### src/rtl/n64adv2_vdemux_pkg.sv
// Shared constants for the N64 video demultiplexer: colour width, sync bit
// positions inside the sync word, and the demux state encoding.
package n64adv2_vdemux_pkg;

    localparam int color_width_i = 7;

    // Bit positions of the sync flags within the sync word on VD_i
    localparam int vsync_idx = 3;
    localparam int clamp_idx = 2;
    localparam int hsync_idx = 1;
    localparam int csync_idx = 0;

    typedef enum logic [1:0] {
        ST_WAIT_SYNC = 2'd0,
        ST_GET_R     = 2'd1,
        ST_GET_G     = 2'd2,
        ST_GET_B     = 2'd3
    } demux_state_t;

endpackage

### src/rtl/n64adv2_vinfo_fieldstat.sv
// Field statistics from the demultiplexed sync stream: counts lines per field
// on HSYNC falls, latches the count on VSYNC falls and decides PAL/NTSC and
// interlaced/progressive. Only words accompanied by i_valid are considered.
module n64adv2_vinfo_fieldstat
    import n64adv2_vdemux_pkg::*;
#(
    parameter int                    LCNT_WIDTH      = 10,
    parameter logic [LCNT_WIDTH-1:0] PAL_LINE_THRESH = LCNT_WIDTH'(288)
) (
    input  logic                  i_clk,
    input  logic                  i_nrst,
    input  logic                  i_valid,
    input  logic                  i_hsync,
    input  logic                  i_vsync,
    output logic [LCNT_WIDTH-1:0] o_field_lines,
    output logic                  o_palmode,
    output logic                  o_interlaced,
    output logic                  o_vinfo_valid
);

    logic                  r_prev_hs;
    logic                  r_prev_vs;
    logic                  r_vs_seen;
    logic [LCNT_WIDTH-1:0] r_lcnt;
    logic                  w_hs_fall;
    logic                  w_vs_fall;
    logic [LCNT_WIDTH-1:0] w_lcnt_inc;

    assign w_hs_fall = i_valid & r_prev_hs & ~i_hsync;
    assign w_vs_fall = i_valid & r_prev_vs & ~i_vsync;

    // Line count including this word's HSYNC fall, saturating at all-ones;
    // a VSYNC fall in the same word latches this already-incremented value
    always_comb begin
        w_lcnt_inc = r_lcnt;
        if (w_hs_fall && (r_lcnt != '1))
            w_lcnt_inc = r_lcnt + LCNT_WIDTH'(1);
    end

    // Edge history, line counter and per-field decisions
    always_ff @(posedge i_clk) begin
        if (!i_nrst) begin
            r_prev_hs     <= 1'b0;
            r_prev_vs     <= 1'b0;
            r_vs_seen     <= 1'b0;
            r_lcnt        <= '0;
            o_field_lines <= '0;
            o_palmode     <= 1'b0;
            o_interlaced  <= 1'b0;
            o_vinfo_valid <= 1'b0;
        end else begin
            if (i_valid) begin
                r_prev_hs <= i_hsync;
                r_prev_vs <= i_vsync;
            end
            if (w_vs_fall) begin
                o_field_lines <= w_lcnt_inc;
                r_lcnt        <= '0;
                o_palmode     <= (w_lcnt_inc > PAL_LINE_THRESH);
                // The first fall closes a partial field; only the second
                // fall completes a full one and qualifies the statistics
                r_vs_seen     <= 1'b1;
                if (r_vs_seen)
                    o_vinfo_valid <= 1'b1;
                if (o_vinfo_valid)
                    o_interlaced <= (w_lcnt_inc != o_field_lines);
            end else begin
                r_lcnt <= w_lcnt_inc;
            end
        end
    end

endmodule

### src/rtl/n64adv2_vdemux.sv
// First PPU stage: demultiplexes the 4-word N64 video group (sync, R, G, B)
// into one parallel pixel with a 1-cycle valid strobe, flags misaligned
// nVDSYNC and derives field statistics from the emitted sync words.
module n64adv2_vdemux
    import n64adv2_vdemux_pkg::*;
#(
    parameter int                    LCNT_WIDTH      = 10,
    parameter logic [LCNT_WIDTH-1:0] PAL_LINE_THRESH = LCNT_WIDTH'(288)
) (
    input  logic                     N64_CLK_i,
    input  logic                     N64_nVRST_i,
    input  logic                     nVDSYNC_i,
    input  logic [color_width_i-1:0] VD_i,
    output logic                     vdata_valid_o,
    output logic [3:0]               vdata_sync_o,
    output logic [color_width_i-1:0] vdata_r_o,
    output logic [color_width_i-1:0] vdata_g_o,
    output logic [color_width_i-1:0] vdata_b_o,
    output logic                     resync_err_o,
    output logic [LCNT_WIDTH-1:0]    field_lines_o,
    output logic                     palmode_o,
    output logic                     interlaced_o,
    output logic                     vinfo_valid_o
);

    demux_state_t             r_state;
    demux_state_t             w_state_nxt;
    logic                     w_sync_cap;
    logic                     w_r_cap;
    logic                     w_g_cap;
    logic                     w_b_cap;
    logic                     w_resync;
    logic [3:0]               w_sync_word;
    logic [3:0]               r_sync_hold;
    logic [color_width_i-1:0] r_r_hold;
    logic [color_width_i-1:0] r_g_hold;

    assign w_sync_word = {VD_i[vsync_idx], VD_i[clamp_idx], VD_i[hsync_idx], VD_i[csync_idx]};

    // Next-state and capture decode; a sync word in any colour slot restarts the group
    always_comb begin
        w_state_nxt = r_state;
        w_sync_cap  = 1'b0;
        w_r_cap     = 1'b0;
        w_g_cap     = 1'b0;
        w_b_cap     = 1'b0;
        w_resync    = 1'b0;
        case (r_state)
            ST_WAIT_SYNC: begin
                if (!nVDSYNC_i) begin
                    w_sync_cap  = 1'b1;
                    w_state_nxt = ST_GET_R;
                end
            end
            ST_GET_R, ST_GET_G, ST_GET_B: begin
                if (!nVDSYNC_i) begin
                    w_resync    = 1'b1;
                    w_sync_cap  = 1'b1;
                    w_state_nxt = ST_GET_R;
                end else begin
                    w_r_cap     = (r_state == ST_GET_R);
                    w_g_cap     = (r_state == ST_GET_G);
                    w_b_cap     = (r_state == ST_GET_B);
                    w_state_nxt = (r_state == ST_GET_R) ? ST_GET_G :
                                  (r_state == ST_GET_G) ? ST_GET_B : ST_WAIT_SYNC;
                end
            end
            default: w_state_nxt = ST_WAIT_SYNC;
        endcase
    end

    // Demux state register
    always_ff @(posedge N64_CLK_i) begin
        if (!N64_nVRST_i)
            r_state <= ST_WAIT_SYNC;
        else
            r_state <= w_state_nxt;
    end

    // Holding registers and pixel outputs; all four channels update together on the B sample
    always_ff @(posedge N64_CLK_i) begin
        if (!N64_nVRST_i) begin
            r_sync_hold   <= 4'hF;
            r_r_hold      <= '0;
            r_g_hold      <= '0;
            vdata_valid_o <= 1'b0;
            vdata_sync_o  <= 4'hF;
            vdata_r_o     <= '0;
            vdata_g_o     <= '0;
            vdata_b_o     <= '0;
            resync_err_o  <= 1'b0;
        end else begin
            if (w_sync_cap) r_sync_hold <= w_sync_word;
            if (w_r_cap)    r_r_hold    <= VD_i;
            if (w_g_cap)    r_g_hold    <= VD_i;
            vdata_valid_o <= w_b_cap;
            resync_err_o  <= w_resync;
            if (w_b_cap) begin
                vdata_sync_o <= r_sync_hold;
                vdata_r_o    <= r_r_hold;
                vdata_g_o    <= r_g_hold;
                vdata_b_o    <= VD_i;
            end
        end
    end

    n64adv2_vinfo_fieldstat #(
        .LCNT_WIDTH      (LCNT_WIDTH),
        .PAL_LINE_THRESH (PAL_LINE_THRESH)
    ) u_fieldstat (
        .i_clk         (N64_CLK_i),
        .i_nrst        (N64_nVRST_i),
        .i_valid       (vdata_valid_o),
        .i_hsync       (vdata_sync_o[hsync_idx]),
        .i_vsync       (vdata_sync_o[vsync_idx]),
        .o_field_lines (field_lines_o),
        .o_palmode     (palmode_o),
        .o_interlaced  (interlaced_o),
        .o_vinfo_valid (vinfo_valid_o)
    );

endmodule

### config.mk
export PLATFORM = sky130hd
export DESIGN_NAME = n64adv2_vdemux
export DESIGN_NICKNAME = d
export VERILOG_FILES = /design/src/rtl/n64adv2_vdemux_pkg.sv /design/src/rtl/n64adv2_vinfo_fieldstat.sv /design/src/rtl/n64adv2_vdemux.sv
export SDC_FILE = /design/constraint.sdc
export NUM_CORES = 1
export LEC_CHECK = 0
export ABC_AREA = 1
export BUFFER_PORTS_ARGS = -buffer_cell sky130_fd_sc_hd__buf_2
export CAP_MARGIN = 0
export CORE_UTILIZATION = 60
export DETAILED_ROUTE_END_ITERATION = 12
export PLACE_DENSITY = 0.89
export SYNTH_ARGS = -nofsm -noshare
export SYNTH_HDL_FRONTEND = slang
export SYNTH_SLANG_ARGS = --single-unit
### constraint.sdc
create_clock -name N64_CLK_i -period 3.2 [get_ports N64_CLK_i]
set_input_delay 0.32 -clock N64_CLK_i [delete_from_list [all_inputs] [get_ports N64_CLK_i]]
set_output_delay 0.32 -clock N64_CLK_i [all_outputs]
set_load 0.01 [all_outputs]
==> summary.txt, run 1 <==
Setup path
  – Crit path cell chain: ha_1 -> inv_1 -> nor2_2 -> nand3_2 -> nand3_1 -> nand2_2 -> nand2_1 -> nand2_1 -> nor2_1 -> nand3_1 -> nor2_1 -> nor2_1
  – Worst Path Max Fanout: 20
  – R2R depth: 12
  – Crit path DAT: 2.42 ns
  – Worst path slowest cell: dfxtp_1
  – Critical Path Sink Type: flip-flop
  – Worst path max stage delay: 0.40 ns
  – Crit path kind: reg -> reg
  – CP dominant cell by count: nor2_1
  – CP required: 3.45 ns
  – Startpoint Class: flip-flop

Global routing
  – Gr usage total: 29.5%
  – Initial antenna violation count: 0
  – Vias in the first global route: 2678
  – Largest net degree at the start of global routing: 47
  – First-pass GRT wire length: 11.9 mm
  – Total gr overflow: 0

Timing
  – Max Clock Freq: 0.462 GHz
  – Fin crit share: 67.7%
  – Setup violators final: 0
  – Setup Skew: 0.00812 ns
  – Slew headroom: 58.0%
  – RSZ-0062 raised after global routing: no
  – Final slew viol count: 0
  – WHS: 0.238 ns
  – Worst Slack Setup Final: 1.03 ns
  – Slew at the pin with the worst max-slew slack: 0.629 ns
  – Final Hold Vio Count: 0
  – Setup TNS: 0 ns
  – Final period demand of the worst path: 2.17 ns

Power
  – Sw Ratio: 24.7%
  – Switch Pwr: 0.417 mW
  – Flop pwr share: 55.0%
  – Cell Int Power: 1.27 mW
  – LEAKAGE: 1.57 nW
  – VDD IR max: 0.000355 V
  – Total power draw: 1.69 mW
  – Clock power share: 40.6%
  – Pwr dens: 480 nW/um^2
  – Combinational power share: 4.4%

Clock network
  – Clock root buffer: clkbuf_8
  – Post-CTS Setup Inserts: 0
  – Hold_buf cts: 0
  – CTS Buf Count: 9
  – Clock tree buffer depth: 2
  – CTS tree: built
  – Clk pin slew, worst setup/hold paths: 0.08 ns
  – Resized cells post-CTS: 0
  – Clk Latency, worst-skew pair: 0.36 ns
  – Sink Count: 73
  – H-tree depth: 3

Place
  – DP HPWL: 5.05 mm
  – GPL Wtd Cong: 0.908
  – PortBufs: 49
  – Post-Place Worst Slack: 1.12 ns
  – Inst Count DP: 526
  – Post-Place Cell Area: 3330 um^2

Synth
  – Cells after Synth: 424
  – Synth Warn #: 0
  – Net Count, Synth: 440
  – Area of the mapped netlist: 3070 um^2
  – Most area-consuming cells after synthesis: dfxtp_1, nor2_1, nand2_1
  – Distinct cell type count after synthesis: 22
  – Seq cells post-synth: 73
  – Avg Synthesized Cell Area: 7.24 um^2
  – Post-synth top area cell: dfxtp_1
  – Register area share after synthesis: 47.6%
  – Synth top area share: 47.6%

Floorplan
  – Rows: 25
  – Top Ports: 50
  – Area of the core: 4820 um^2
  – Starting density of the core: 63.7%
  – Die W: 73.5 um
  – Die area: 5400 um^2
  – Die height: 73.5 um

Cells and area
  – Commonest non-fill, non-tap cell in the layout: nor2_1
  – Most frequent cells in the layout: nor2_1, nand2_1, dfxtp_1
  – Layout cells sized above 1: 18.1%
  – # fillers: 420
  – Post-Layout Inst Area: 3520 um^2
  – Non-Filler Instances: 542
  – Core Util, Final: 73.0%
  – Ant diodes: 0
  – Area Overhead vs Synth: 14.7%
  – Final nets: 486

Detailed routing
  – Via-to-Cell Ratio: 5.42
  – DR vias: 2935
  – Drt pass-1 iters: 5
  – Avg WL per Cell: 13.4 um
  – Final wirelength: 7.29 mm
  – Post-route ant nets: 0
  – 1st-iter DRT viols: 228
  – DRC Markers: 0

Outcome
  – Status: finished clean

Job
  – Max-cap violations: 0

Min path
  – Tightest Hold Check Type: in -> reg
  – Hold Path Depth: 3
## metal layers
metal / up-vias / wire, um / global-route usage (%)
met2: 87 / 3700 / 50.8
met1: 1383 / 3080 / 34.2
met4: 0 / 119 / 10.5
met3: 14 / 387 / 9.60
li1: 1451 / - / -
met5: - / 0 / 0
## flip-flops by register name, summed over array words and instances, names as in the netlist
register,cells
u_fieldstat.r_vs_seen,1
vdata_valid_o,1
u_fieldstat.r_prev_vs,1
u_fieldstat.o_field_lines,10
resync_err_o,1
r_state,2
vdata_b_o,7
vdata_sync_o,4
vdata_g_o,7
vdata_r_o,7
r_sync_hold,4
r_r_hold,7
u_fieldstat.o_vinfo_valid,1
u_fieldstat.o_palmode,1
u_fieldstat.o_interlaced,1
u_fieldstat.r_lcnt,10
u_fieldstat.r_prev_hs,1
r_g_hold,7
## cells in the mapped netlist
cell      instances
nor2_1           95
nor3_1            2
buf_6             2
inv_2             1
nand3_2           3
ha_1              6
nand3_1          37
nand4_1           4
nor2_2            5
o22ai_1           9
nand2_4           1
dfxtp_1          73
nand3b_1          1
nor2_4            1
nand2_2           8
a21oi_1           7
buf_4             2
o21ai_0          42
nand2_1          76
inv_1            36
clkbuf_1         12
o21ai_1           1
## worst max-delay path, delay by kind of cell (launching register included)
kind | cells | cell delay, ns
buffers and inverters | 1 | 0.06
adders and majority gates | 1 | 0.19
and+or+nand+nor | 10 | 1.40
DFF | 1 | 0.40
## cell families after synthesis
kind of cell / synth area share, %
and+or+nand+nor: 32.7
DFF: 47.6
AOI/OAI and AO/OA: 9.99
buffers and inverters: 7.22
adders and majority gates: 2.45
## worst paths after layout
check	start	end	slack [ns]
worst max register to register	u_fieldstat.r_lcnt[0]	u_fieldstat.o_interlaced	1.03
worst min-delay path	VD_i[5]	r_g_hold[5]	0.24
worst max-delay path	u_fieldstat.r_lcnt[0]	u_fieldstat.o_interlaced	1.03
worst min register to register	u_fieldstat.r_vs_seen	u_fieldstat.r_vs_seen	0.47
## power groups by stage
stage / logic [mW] / registers, mW / clock network (mW)
2_1_floorplan: 0.0492 / 0.948 / 0
3_3_place_gp: 0.0690 / 0.949 / 0
3_5_place_dp: 0.0732 / 0.950 / 0
4_1_cts: 0.0740 / 0.928 / 0.693
5_1_grt: 0.0856 / 0.930 / 0.735
6_report: 0.0745 / 0.929 / 0.686
## final cells by class
type / instances / area (um^2) / share of cell area, %
Clock inverter: 5 / 37.5 / 1.07
Timing Repair Buffer: 51 / 260 / 7.40
Multi-Input combinational cell: 298 / 1390 / 39.4
Tap cell: 67 / 83.8 / 2.38
Inverter: 37 / 139 / 3.95
Clock buffer: 11 / 151 / 4.30
Sequential cell: 73 / 1460 / 41.5
Power figures use the tool's default switching activity.
==> inputs of run 2 (changes only) <==
- CORE_UTILIZATION: 60 -> 55
- PLACE_DENSITY: 0.89 -> 0.83
- clock period: 3.2 -> 2.1 ns (I/O delays scaled with it)
==> run 2 against run 1 <==
  * Clock-buffer cell count is 1 lower
  * Critical path depth is 1 higher
  * Power is 62% higher
  * Clock power is 76% higher
  * Setup slack worse by 0.83 ns
  * Sequential power is 53% higher
  * Routed wire length is 2.2% lower
  * Core utilization is 4.8 points lower
  * Clock skew is 0.0028 ns higher
  * Critical endpoint unchanged
==> summary.txt, run 2 (synthesis gave the netlist of run 1 again) <==
Outcome
  – Status: finished clean

Cells and area
  – Layout cells sized above 1: 18.4% (+0.30 points)
  – Ant diodes: 0 (unchanged)
  – Multi-input gate area: 1390 um^2 (unchanged)
  – # fillers: 440 (+4.8%)
  – Core Util, Final: 68.2% (-4.8 points)
  – Largest registers: u_fieldstat.o_field_lines (10), u_fieldstat.r_lcnt (10)
  – Most frequent cells in the layout: nor2_1, nand2_1, dfxtp_1
  – Register Area: 1460 um^2 (unchanged)
  – Area Overhead vs Synth: 16.5%
  – Commonest non-fill, non-tap cell in the layout: nor2_1
  – Final nets: 489 (+0.62%)

Floorplan
  – Starting density of the core: 58.6% (-5.1 points)
  – Die W: 76.7 um (+4.3%)
  – Top Ports: 50 (unchanged)
  – Area of the core: 5240 um^2 (+8.7%)
  – Die height: 76.7 um (+4.3%)
  – Rows: 26 (+4.0%)
  – Die area: 5880 um^2 (+8.8%)

Detailed routing
  – Drt pass-1 iters: 4 (-1)
  – Final wirelength: 7.13 mm (-2.2%)
  – Avg WL per Cell: 13.0 um (-3.3%)
  – Post-route ant nets: 0 (unchanged)
  – Via-to-Cell Ratio: 5.28 (-2.4%)
  – DR vias: 2895 (-1.4%)
  – DRC Markers: 0 (unchanged)
  – 1st-iter DRT viols: 223 (-2.2%)

Global routing
  – Gr usage total: 26.1% (-3.4 points)
  – Total gr overflow: 0 (unchanged)
  – Vias in the first global route: 2710 (+1.2%)
  – First-pass GRT wire length: 12.1 mm (+1.8%)
  – Initial antenna violation count: 0 (unchanged)
  – Largest net degree at the start of global routing: 28 (-40%)

Clock network
  – Resized cells post-CTS: 0 (unchanged)
  – Clock tree buffer depth: 2 (unchanged)
  – Post-CTS Setup Inserts: 0 (unchanged)
  – CTS Buf Count: 9 (unchanged)
  – CTS tree: built
  – Clock root buffer: clkbuf_8
  – Sink Count: 73 (unchanged)
  – Clk pin slew, worst setup/hold paths: 0.08 ns (about the same)
  – Clk Latency, worst-skew pair: 0.35 ns (about the same)
  – H-tree depth: 3 (unchanged)
  – Hold_buf cts: 0 (unchanged)

Timing
  – Slew headroom: 56.3% (-1.7 points)
  – Setup TNS: 0 ns (unchanged)
  – Slew at the pin with the worst max-slew slack: 0.654 ns (+0.0256 ns)
  – RSZ-0062 raised after global routing: no
  – Final slew viol count: 0 (unchanged)
  – Max Clock Freq: 0.528 GHz (+14%)
  – Final Hold Vio Count: 0 (unchanged)
  – Fin crit share: 90.2% (+23 points)
  – WHS: 0.126 ns (-0.112 ns)
  – Setup violators final: 0 (unchanged)
  – Setup Skew: 0.0110 ns (+0.00285 ns)
  – Final period demand of the worst path: 1.89 ns (-0.272 ns)

Min path
  – Hold path endpoint: r_sync_hold[1]
  – Hold Path Depth: 3 (unchanged)
  – HP Start: VD_i[1]
  – Tightest Hold Check Type: in -> reg

Setup path
  – Crit path kind: reg -> reg
  – Crit path DAT: 2.13 ns (-0.29 ns)
  – Critical Path Sink Type: flip-flop
  – CP required: 2.34 ns (-1.11 ns)
  – R2R depth: 13 (+1)
  – Startpoint Class: flip-flop
  – Worst reg2reg endpoint: u_fieldstat.o_interlaced
  – Worst Path Max Fanout: 13 (-35%)
  – Worst r2r src: u_fieldstat.r_lcnt[0]
  – R2r setup slk: 0.21 ns (-0.83 ns)

Job
  – Max-cap violations: 0 (unchanged)

Place
  – PortBufs: 49 (unchanged)
  – GPL Wtd Cong: 0.874 (-3.7%)
  – DP HPWL: 4.84 mm (-4.2%)

Power
  – LEAKAGE: 1.60 nW (+1.8%)
  – Pwr dens: 765 nW/um^2 (+59%)
  – VDD IR max: 0.000788 V (+120%)
  – Total power draw: 2.74 mW (+62%)
[run 2: worst max path at each step]
stage                           from                        to  slack (ns)  depth (start not counted)
6_report       u_fieldstat.r_lcnt[0]  u_fieldstat.o_interlaced        0.21                         13
5_1_grt        u_fieldstat.r_lcnt[0]  u_fieldstat.o_interlaced       0.003                         13
4_1_cts        u_fieldstat.r_lcnt[0]  u_fieldstat.o_interlaced        0.21                         13
3_5_place_dp   u_fieldstat.r_lcnt[0]  u_fieldstat.o_interlaced        0.22                         13
3_3_place_gp   u_fieldstat.r_lcnt[0]  u_fieldstat.o_interlaced        0.33                         13
2_1_floorplan  u_fieldstat.r_lcnt[0]  u_fieldstat.o_interlaced        0.47                         13
[run 2: layout make-up]
| class | instances | share of cell area [%] |
|---|---|---|
| timing repair buffer | 54 | 7.91 |
| tap | 70 | 2.45 |
| clock buffer | 10 | 3.57 |
| inverter | 37 | 3.89 |
| clock inverter | 6 | 2.52 |
| multi-input combinational | 298 | 38.8 |
| sequential | 73 | 40.9 |
[run 2: layer usage]
metal  vias up  GRT usage [%]  part of all wire, %
met5         -              0                    0
met4         0           13.1                  1.5
met3        12           7.62                  5.6
met2       101           44.0                   50
met1      1329           30.0                   43
li1       1453              -                    -
[run 2: where the power goes]
part / leakage (nW) / switching [mW] / internal [mW]
logic: 0.902 / 0.0765 / 0.0361
clock network: 0.107 / 0.532 / 0.676
registers: 0.590 / 0.0125 / 1.40
total: 1.60 / 0.620 / 2.11
[run 2: metrics by stage]
stage	std cells	setup WS [ns]	cell area, um^2
after floorplan	424	0.474	3070
after global placement	532	0.325	3360
after detailed placement	532	0.224	3360
after CTS	548	0.215	3570
after global routing	548	0.00343	3570
final	548	0.206	3570
[run 2: critical path, cell delays in order (launching register included)]
cell     delay [ns]
dfxtp_1        0.40
ha_1           0.19
inv_1          0.06
nor2_2         0.16
nand3_2        0.10
buf_4          0.19
nand3_1        0.12
nand2_2        0.09
nand2_1        0.06
nand2_1        0.05
nor2_1         0.12
nand3_1        0.10
nor2_1         0.10
nor2_1         0.04
